## config.mk

```make
export PLATFORM = sky130hd
export DESIGN_NAME = oai_n1_pipe
export DESIGN_NICKNAME = d
export VERILOG_FILES = /design/src/rtl/oai_n1_pipe.sv
export SDC_FILE = /design/constraint.sdc
export NUM_CORES = 1
export LEC_CHECK = 0
export ABC_AREA = 1
export CAP_MARGIN = 20
export CORE_AREA = 2 2 39 41
export CTS_BUF_LIST = sky130_fd_sc_hd__clkbuf_8
export CTS_CLUSTER_SIZE = 25
export DETAILED_ROUTE_END_ITERATION = 8
export DIE_AREA = 0 0 41 43
export DONT_BUFFER_PORTS = 1
export PLACE_DENSITY_LB_ADDON = 0.05
export SKIP_LAST_GASP = 1
export SLEW_MARGIN = 20
export SYNTH_ARGS = -nofsm -noshare
export SYNTH_HDL_FRONTEND = slang
export SYNTH_SLANG_ARGS = --single-unit
```

## constraint.sdc

```tcl
create_clock -name CLK -period 0.8 [get_ports CLK]
set_input_delay 0.04 -clock CLK [delete_from_list [all_inputs] [get_ports CLK]]
set_output_delay 0.04 -clock CLK [all_outputs]
set_load 0.05 [all_outputs]
```

## src/rtl/oai_n1_pipe.sv

```systemverilog
// Pipelined per-lane OR-AND-INVERT: ZN = ~((|A operands) & B) through STAGES registers with a valid bit and HOLD stall.
// Optional toggle counter on the output is enabled by defining OAI_N1_PIPE_TOGGLE_CNT_EN.
module oai_n1_pipe #(
    parameter int NA     = 3,
    parameter int W      = 1,
    parameter int STAGES = 2
) (
    input  logic            CLK,
    input  logic            RST,
    input  logic            VLD_IN,
    input  logic            HOLD,
    input  logic [NA*W-1:0] A,
    input  logic [W-1:0]    B,
    output logic [W-1:0]    ZN,
    output logic            VLD_OUT,
    output logic            BUSY
`ifdef OAI_N1_PIPE_TOGGLE_CNT_EN
    ,
    output logic [15:0]     TGL_CNT
`endif
);

    logic [W-1:0]      or_all;
    logic [W-1:0]      f;
    logic [W-1:0]      d_q [STAGES];
    logic [W-1:0]      d_d [STAGES];
    logic [STAGES-1:0] v_q;
    logic [STAGES-1:0] v_d;

    always_comb begin
        or_all = '0;
        for (int k = 0; k < NA; k++) begin
            or_all = or_all | A[k*W +: W];
        end
        f = ~(or_all & B);
    end

    // Stage 0 loads f even for invalid beats; only the valid bit qualifies data.
    always_comb begin
        d_d = d_q;
        v_d = v_q;
        if (!HOLD) begin
            d_d[0] = f;
            v_d[0] = VLD_IN;
            for (int s = 1; s < STAGES; s++) begin
                d_d[s] = d_q[s-1];
                v_d[s] = v_q[s-1];
            end
        end
    end

    always_ff @(posedge CLK or posedge RST) begin
        if (RST) begin
            for (int s = 0; s < STAGES; s++) begin
                d_q[s] <= '1;
            end
            v_q <= '0;
        end else begin
            for (int s = 0; s < STAGES; s++) begin
                d_q[s] <= d_d[s];
            end
            v_q <= v_d;
        end
    end

    assign ZN      = d_q[STAGES-1];
    assign VLD_OUT = v_q[STAGES-1];
    assign BUSY    = |v_q;

`ifdef OAI_N1_PIPE_TOGGLE_CNT_EN
    logic [W-1:0] prev_q;
    logic [W-1:0] prev_d;
    logic [15:0]  cnt_q;
    logic [15:0]  cnt_d;

    // prev starts at all-ones so the first valid beat compares against the reset output.
    always_comb begin
        prev_d = prev_q;
        cnt_d  = cnt_q;
        if (VLD_OUT && !HOLD) begin
            prev_d = ZN;
            if ((ZN != prev_q) && (cnt_q != 16'hFFFF)) begin
                cnt_d = cnt_q + 16'd1;
            end
        end
    end

    always_ff @(posedge CLK or posedge RST) begin
        if (RST) begin
            prev_q <= '1;
            cnt_q  <= '0;
        end else begin
            prev_q <= prev_d;
            cnt_q  <= cnt_d;
        end
    end

    assign TGL_CNT = cnt_q;
`endif

endmodule

```

==> results of run 1 <==
[state kept, by name, summed over array words and instances (netlist names)]
| signal | cells |
|---|---|
| v_q | 2 |
| d_q | 1 |
| ZN | 1 |
[through the flow]
stage / cell area [um2] / hold WS [ps]
after detailed placement: 228 / -170
after global routing: 358 / 40.9
after CTS: 348 / 2.51
after global placement: 228 / -166
after floorplan: 180 / -195
final: 358 / 2.58
[cell families (layout without fill, tap and decap cells)]
group | count (synthesis) | in the layout | share of synthesized area, %
flops | 4 | 4 | 58.2
compound gates | 3 | 3 | 8.50
buf+inv | 5 | 19 | 10.6
simple gates | 10 | 10 | 22.7
[layer usage]
layer	wire length [um]	up-vias	part of all wire (%)	GRT usage [%]
met5	0	-	0	0
met4	0	0	0	2.00
met3	48	0	10	9.42
met2	250	7	54	10.9
met1	161	87	35	6.84
li1	-	92	-	-
[placed cells by master, fill, tap and decap left out]
cell            n
nand2_1         6
inv_1           5
dlygate4sd3_1   5
nor2_1          3
clkbuf_8        3
dfstp_2         2
buf_4           2
inv_2           1
a21oi_1         1
o21ai_1         1
or2_4           1
o21ai_0         1
dlymetal6s4s_1  1
buf_8           1
buf_12          1
dfrtp_1         1
dfrtp_2         1
[repair_timing]
action,in CTS,in global routing
endpoints found under the setup margin,3,6
pin swaps,0,0
hold buffers,6,0
gates resized for setup,2,1
setup buffers,1,1
hold endpoints to repair,8,0
[power by group through the flow]
stage	clock, mW	combinational, mW	sequential (mW)
finish	0.436	0.199	0.249
global route	0.491	0.215	0.252
CTS	0.455	0.191	0.250
detailed placement	0	0.147	0.252
global placement	0	0.147	0.251
floorplan	0	0.0623	0.289
[worst min-delay path by stage]
stage          startpoint            endpoint
2_1_floorplan         RST  v_q[0]$_DFFE_PP0N_
3_3_place_gp          RST  v_q[0]$_DFFE_PP0N_
3_5_place_dp          RST  v_q[0]$_DFFE_PP0N_
4_1_cts                 B  d_q[1]$_DFFE_PP1N_
5_1_grt                 B  d_q[1]$_DFFE_PP1N_
6_report                B  d_q[1]$_DFFE_PP1N_
[layout make-up]
class / count / area share, %
flip-flops and latches: 4 / 29.0
clock inverters: 1 / 1.05
clock buffers: 3 / 11.5
well taps: 16 / 5.59
repair buffers: 10 / 31.5
multi-input cells: 13 / 16.1
inverters: 5 / 5.24
==> results.yml, run 1 <==
global_route:
  grt_overflow: 0
  grt_max_degree: 6
  antenna_found_initial: 0
  track_usage_pct: 7.76
  grt_pass1_wl_um: 793
  grt_pass1_vias: 192
die:
  pin_count: 11
  die_h_um: 43
  die_w_um: 41
  start_util_pct: 12.7
  fp-row-count: 14
  dieArea_um2: 1760
  core_um2: 1380
drt:
  drt-wirelength-per-cell_um: 8.85
  via_per_inst: 3.58
  firstDrtPassIters: 1
  vias: 186
  post-route-drc-count: 0
  drt-total-wl_um: 460
  dr.first_iter.drc_count: 0
  ant_nets: 0
job:
  drv_cap: 0
synthesis:
  synth_seq_area_share_pct: 58.2
  synth-edff-count: 0
  syn_avg_cell_area_um2: 8.02
  synth_common_cells: "nand2_1 (6), inv_1 (4), nor2_1 (3), dfrtp_1 (2), dfstp_2 (2)"
  ys_warn_count: 0
  synth_cell_type_count: 10
  synthFlopType: "dfstp_2"
  synthTopCellsByArea: "dfstp_2 (30%), dfrtp_1 (28%), nand2_1 (13%)"
  syn_nets: 30
  synthesis.area_um2: 176
  yosys.area.top_type: "dfstp_2"
  synth_top_cell_area_share_pct: 29.8
  synth.most_common_cell: "nand2_1"
  async_flop_share_pct: 100
  netlist_instances: 22
  synth_seq_cells: 4
clock_network:
  clock_sinks: 4
  clk_pin_slew_ps: 40
  htree_levels: 1
  clockRootBuffer: "clkbuf_8"
  worstSkewPairLatency_ps: 220
  cts_tree: "yes"
  numCtsBuffers: 3
  cts_buffer_depth: 2
worst_setup_path:
  cp_slowest_cell: "dfrtp_2"
  cp_cell_sequence: "or2_4"
  r2r_end: "v_q[1]$_DFFE_PP0N_"
  critPathMaxFanout: 3
  critPathBufInv: 0
  cp.depth: 1
  end_kind: "output pin"
  rr_startpoint: "v_q[1]$_DFFE_PP0N_"
  arrival_ps: 930
  worstSetupStartpointType: "register"
  worstSetupPathType: "register to output pin"
  crit_end: "BUSY"
  critPathTopFamily: "flip-flops"
  cp-startpoint: "v_q[1]$_DFFE_PP0N_"
  rrSetupSlack_ps: 20
  ff2ff_path_depth: 3
  max_stage_delay_ps: 400
  required_ps: 760
sta:
  max_freq_mhz: 1040
  rsz0062_at_grt: "yes"
  setup_ws_ps: -165
  fin_skew_ps: 0.0436
  worstMarginPinSlew_ps: 198
  fin_crit_sh_pct: 121
  setup_viol: 3
  final.setup.tns_ps: -428
  slew_violations: 0
  fin_crit_ps: 965
  worst_slew_margin_rel_pct: 86.8
  finalHoldViolations: 0
worst_hold_path:
  hold_depth: 3
  hold_path.class: "primary input to register"
power_and_ir_drop:
  p_leak_nw: 0.184
  p_int_mw: 0.655
  p_comb_share_pct: 22.5
  clkPwrFrac_pct: 49.3
  power_density_nw_per_um2: 2470
  p_sw_mw: 0.229
  switching_share_pct: 25.9
  p_total_mw: 0.884
  ir_drop_v: 0.00117
  seqPwrFrac_pct: 28.2
finish:
  area_growth_pct: 103
  nFillCells: 159
  final_nets: 45
  instances_no_fill: 52
  multi_input_area_um2: 57.6
  drive_above_1_share_pct: 33.3
  fin_util_pct: 25.9
  register_area_um2: 104
  diodes: 0
placement:
  place_ws_ps: 63.9
  port_buffers: 0
  place_hpwl_um: 313
  dp.cells: 40
  gp_congestion: 0.580
outcome:
  violations: "negative setup slack"
  status: "finished with violations"
(Power assumes the default switching activity.)
==> run 2, diff against run 1 <==
- CTS_BUF_LIST: sky130_fd_sc_hd__clkbuf_8 -> sky130_fd_sc_hd__clkbuf_2 sky130_fd_sc_hd__clkbuf_4 sky130_fd_sc_hd__clkbuf_8
==> run 2 against run 1 <==
Effect of this change: the run still ends with negative setup slack left; total power is 13% lower; final area is 3.5% lower; register-to-register slack better by 50 ps; clock-buffer cell count is 1 higher; non-clock buffer count stayed put; die area stayed put; worst hold slack better by 110 ps; cell count stayed put; wire length is 1.3% higher; sequential share of layout area is 1.1 points higher; critical path depth stayed put; largest cell class unchanged.
==> results.yml, run 2 (synthesis gave the netlist of run 1 again) <==
outcome:
  status: "finished with violations"
  violations: "negative setup slack"
finish:
  nFillCells: 158
  register_area_um2: 104
  fin_util_pct: 25.0
  final_nets: 45
  drive_above_1_share_pct: 33.3
  largest_reg_flops: 2
  instances_no_fill: 52
  multi_input_area_um2: 57.6
  postLayoutCellArea_um2: 345
  regMostFlops: "v_q"
  diodes: 0
  layout_common_cells: "nand2_1 (6), dlygate4sd3_1 (6), inv_1 (4), clkbuf_4 (4), nor2_1 (3)"
  area_growth_pct: 95.7
global_route:
  track_usage_pct: 8.06
  grt_max_degree: 6
  grt_pass1_wl_um: 814
  grt_overflow: 0
  grt_pass1_vias: 196
  antenna_found_initial: 0
placement:
  dp.cells: 40
  dpl_cell_area_um2: 228
  place_hpwl_um: 313
  port_buffers: 0
  gp_congestion: 0.580
drt:
  vias: 185
  drt-total-wl_um: 466
  ant_nets: 0
  via_per_inst: 3.56
  firstDrtPassIters: 2
  dr.first_iter.drc_count: 3
  post-route-drc-count: 0
  drt-wirelength-per-cell_um: 8.96
worst_setup_path:
  worstSetupStartpointType: "register"
  rr_startpoint: "d_q[1]$_DFFE_PP1N_"
  max_stage_delay_ps: 410
  worstSetupPathType: "register to output pin"
  critPathMaxFanout: 3
  cp-startpoint: "v_q[1]$_DFFE_PP0N_"
  arrival_ps: 960
  critPathTopFamily: "flip-flops"
  end_kind: "output pin"
  cp_slowest_cell: "dfrtp_2"
  required_ps: 760
  cp_cell_sequence: "or2_4"
  critPathBufInv: 0
die:
  core_um2: 1380
  start_util_pct: 12.7
  dieArea_um2: 1760
  pin_count: 11
  die_w_um: 41
  die_h_um: 43
  fp-row-count: 14
power_and_ir_drop:
  p_leak_nw: 0.175
  power_density_nw_per_um2: 2230
  ir_drop_v: 0.000829
sta:
  max_freq_mhz: 997
  worst_slew_margin_rel_pct: 86.8
  final.setup.tns_ps: -530
  rsz0062_at_grt: "yes"
  finalHoldViolations: 0
  fin_skew_ps: 0.0555
  fin_crit_sh_pct: 125
  setup_viol: 3
  slew_violations: 0
  worstMarginPinSlew_ps: 199
  hold_ws_ps: 116
  fin_crit_ps: 1000
  setup_ws_ps: -203
clock_network:
  worstSkewPairLatency_ps: 250
  numCtsBuffers: 3
  cts_buffer_depth: 2
  clock_sinks: 4
  clockRootBuffer: "clkbuf_4"
  clk_pin_slew_ps: 50
  htree_levels: 1
  cts_tree: "yes"
job:
  drv_cap: 0
worst_hold_path:
  hold_path.class: "primary input to asynchronous set/reset pin"
[run 2: changes by cell type in the layout (fill, tap and decap cells not counted)]
cell,change
buf_4,-1
dlygate4sd3_1,+1
clkbuf_4,+4
inv_1,-1
clkbuf_8,-3
[run 2: path summary, 6_finish.rpt]
kind	end	depth (start not counted)	slack, ps
setup / recovery	BUSY	1	-200
hold reg to reg	ZN$_DFFE_PP1N_	2	480
hold / removal	v_q[0]$_DFFE_PP0N_	2	120
setup reg to reg	d_q[1]$_DFFE_PP1N_	2	70
max in group asynchronous	d_q[1]$_DFFE_PP1N_	2	440
min in group CLK	v_q[1]$_DFFE_PP0N_	2	220
[run 2: what timing repair did]
item | in CTS | in global routing
setup buffers | 1 | 0
hold buffers | 7 | 0
endpoints found under the setup margin | 3 | 4
resized for setup | 2 | 1
hold endpoints to repair | 8 | 0
[run 2: per-layer routing]
metal | up-vias | track usage (%) | part of all wire, %
met5 | - | 0 | 0
met1 | 85 | 6.84 | 39
met3 | 0 | 9.42 | 10
met2 | 7 | 10.9 | 50
li1 | 93 | - | -
met4 | 0 | 4.00 | 0
[run 2: layout make-up]
cell class	count	area share, %
tap	16	5.80
multi-input combinational	13	16.7
sequential	4	30.1
inverter	5	5.43
clock buffer	4	8.70
timing repair buffer	10	33.3
[run 2: stage by stage]
step	power, mW	setup slack [ps]
2_1_floorplan	0.352	-76.6
3_3_place_gp	0.398	63.9
3_5_place_dp	0.399	63.9
4_1_cts	0.782	-208
5_1_grt	0.830	-240
6_report	0.771	-203
[run 2: power breakdown]
group | internal, mW | switching, mW | leakage (nW) | total, mW
combinational | 0.0898 | 0.104 | 0.112 | 0.194
clock | 0.222 | 0.105 | 0.0184 | 0.328
sequential | 0.234 | 0.0153 | 0.0444 | 0.249
total | 0.546 | 0.225 | 0.175 | 0.771
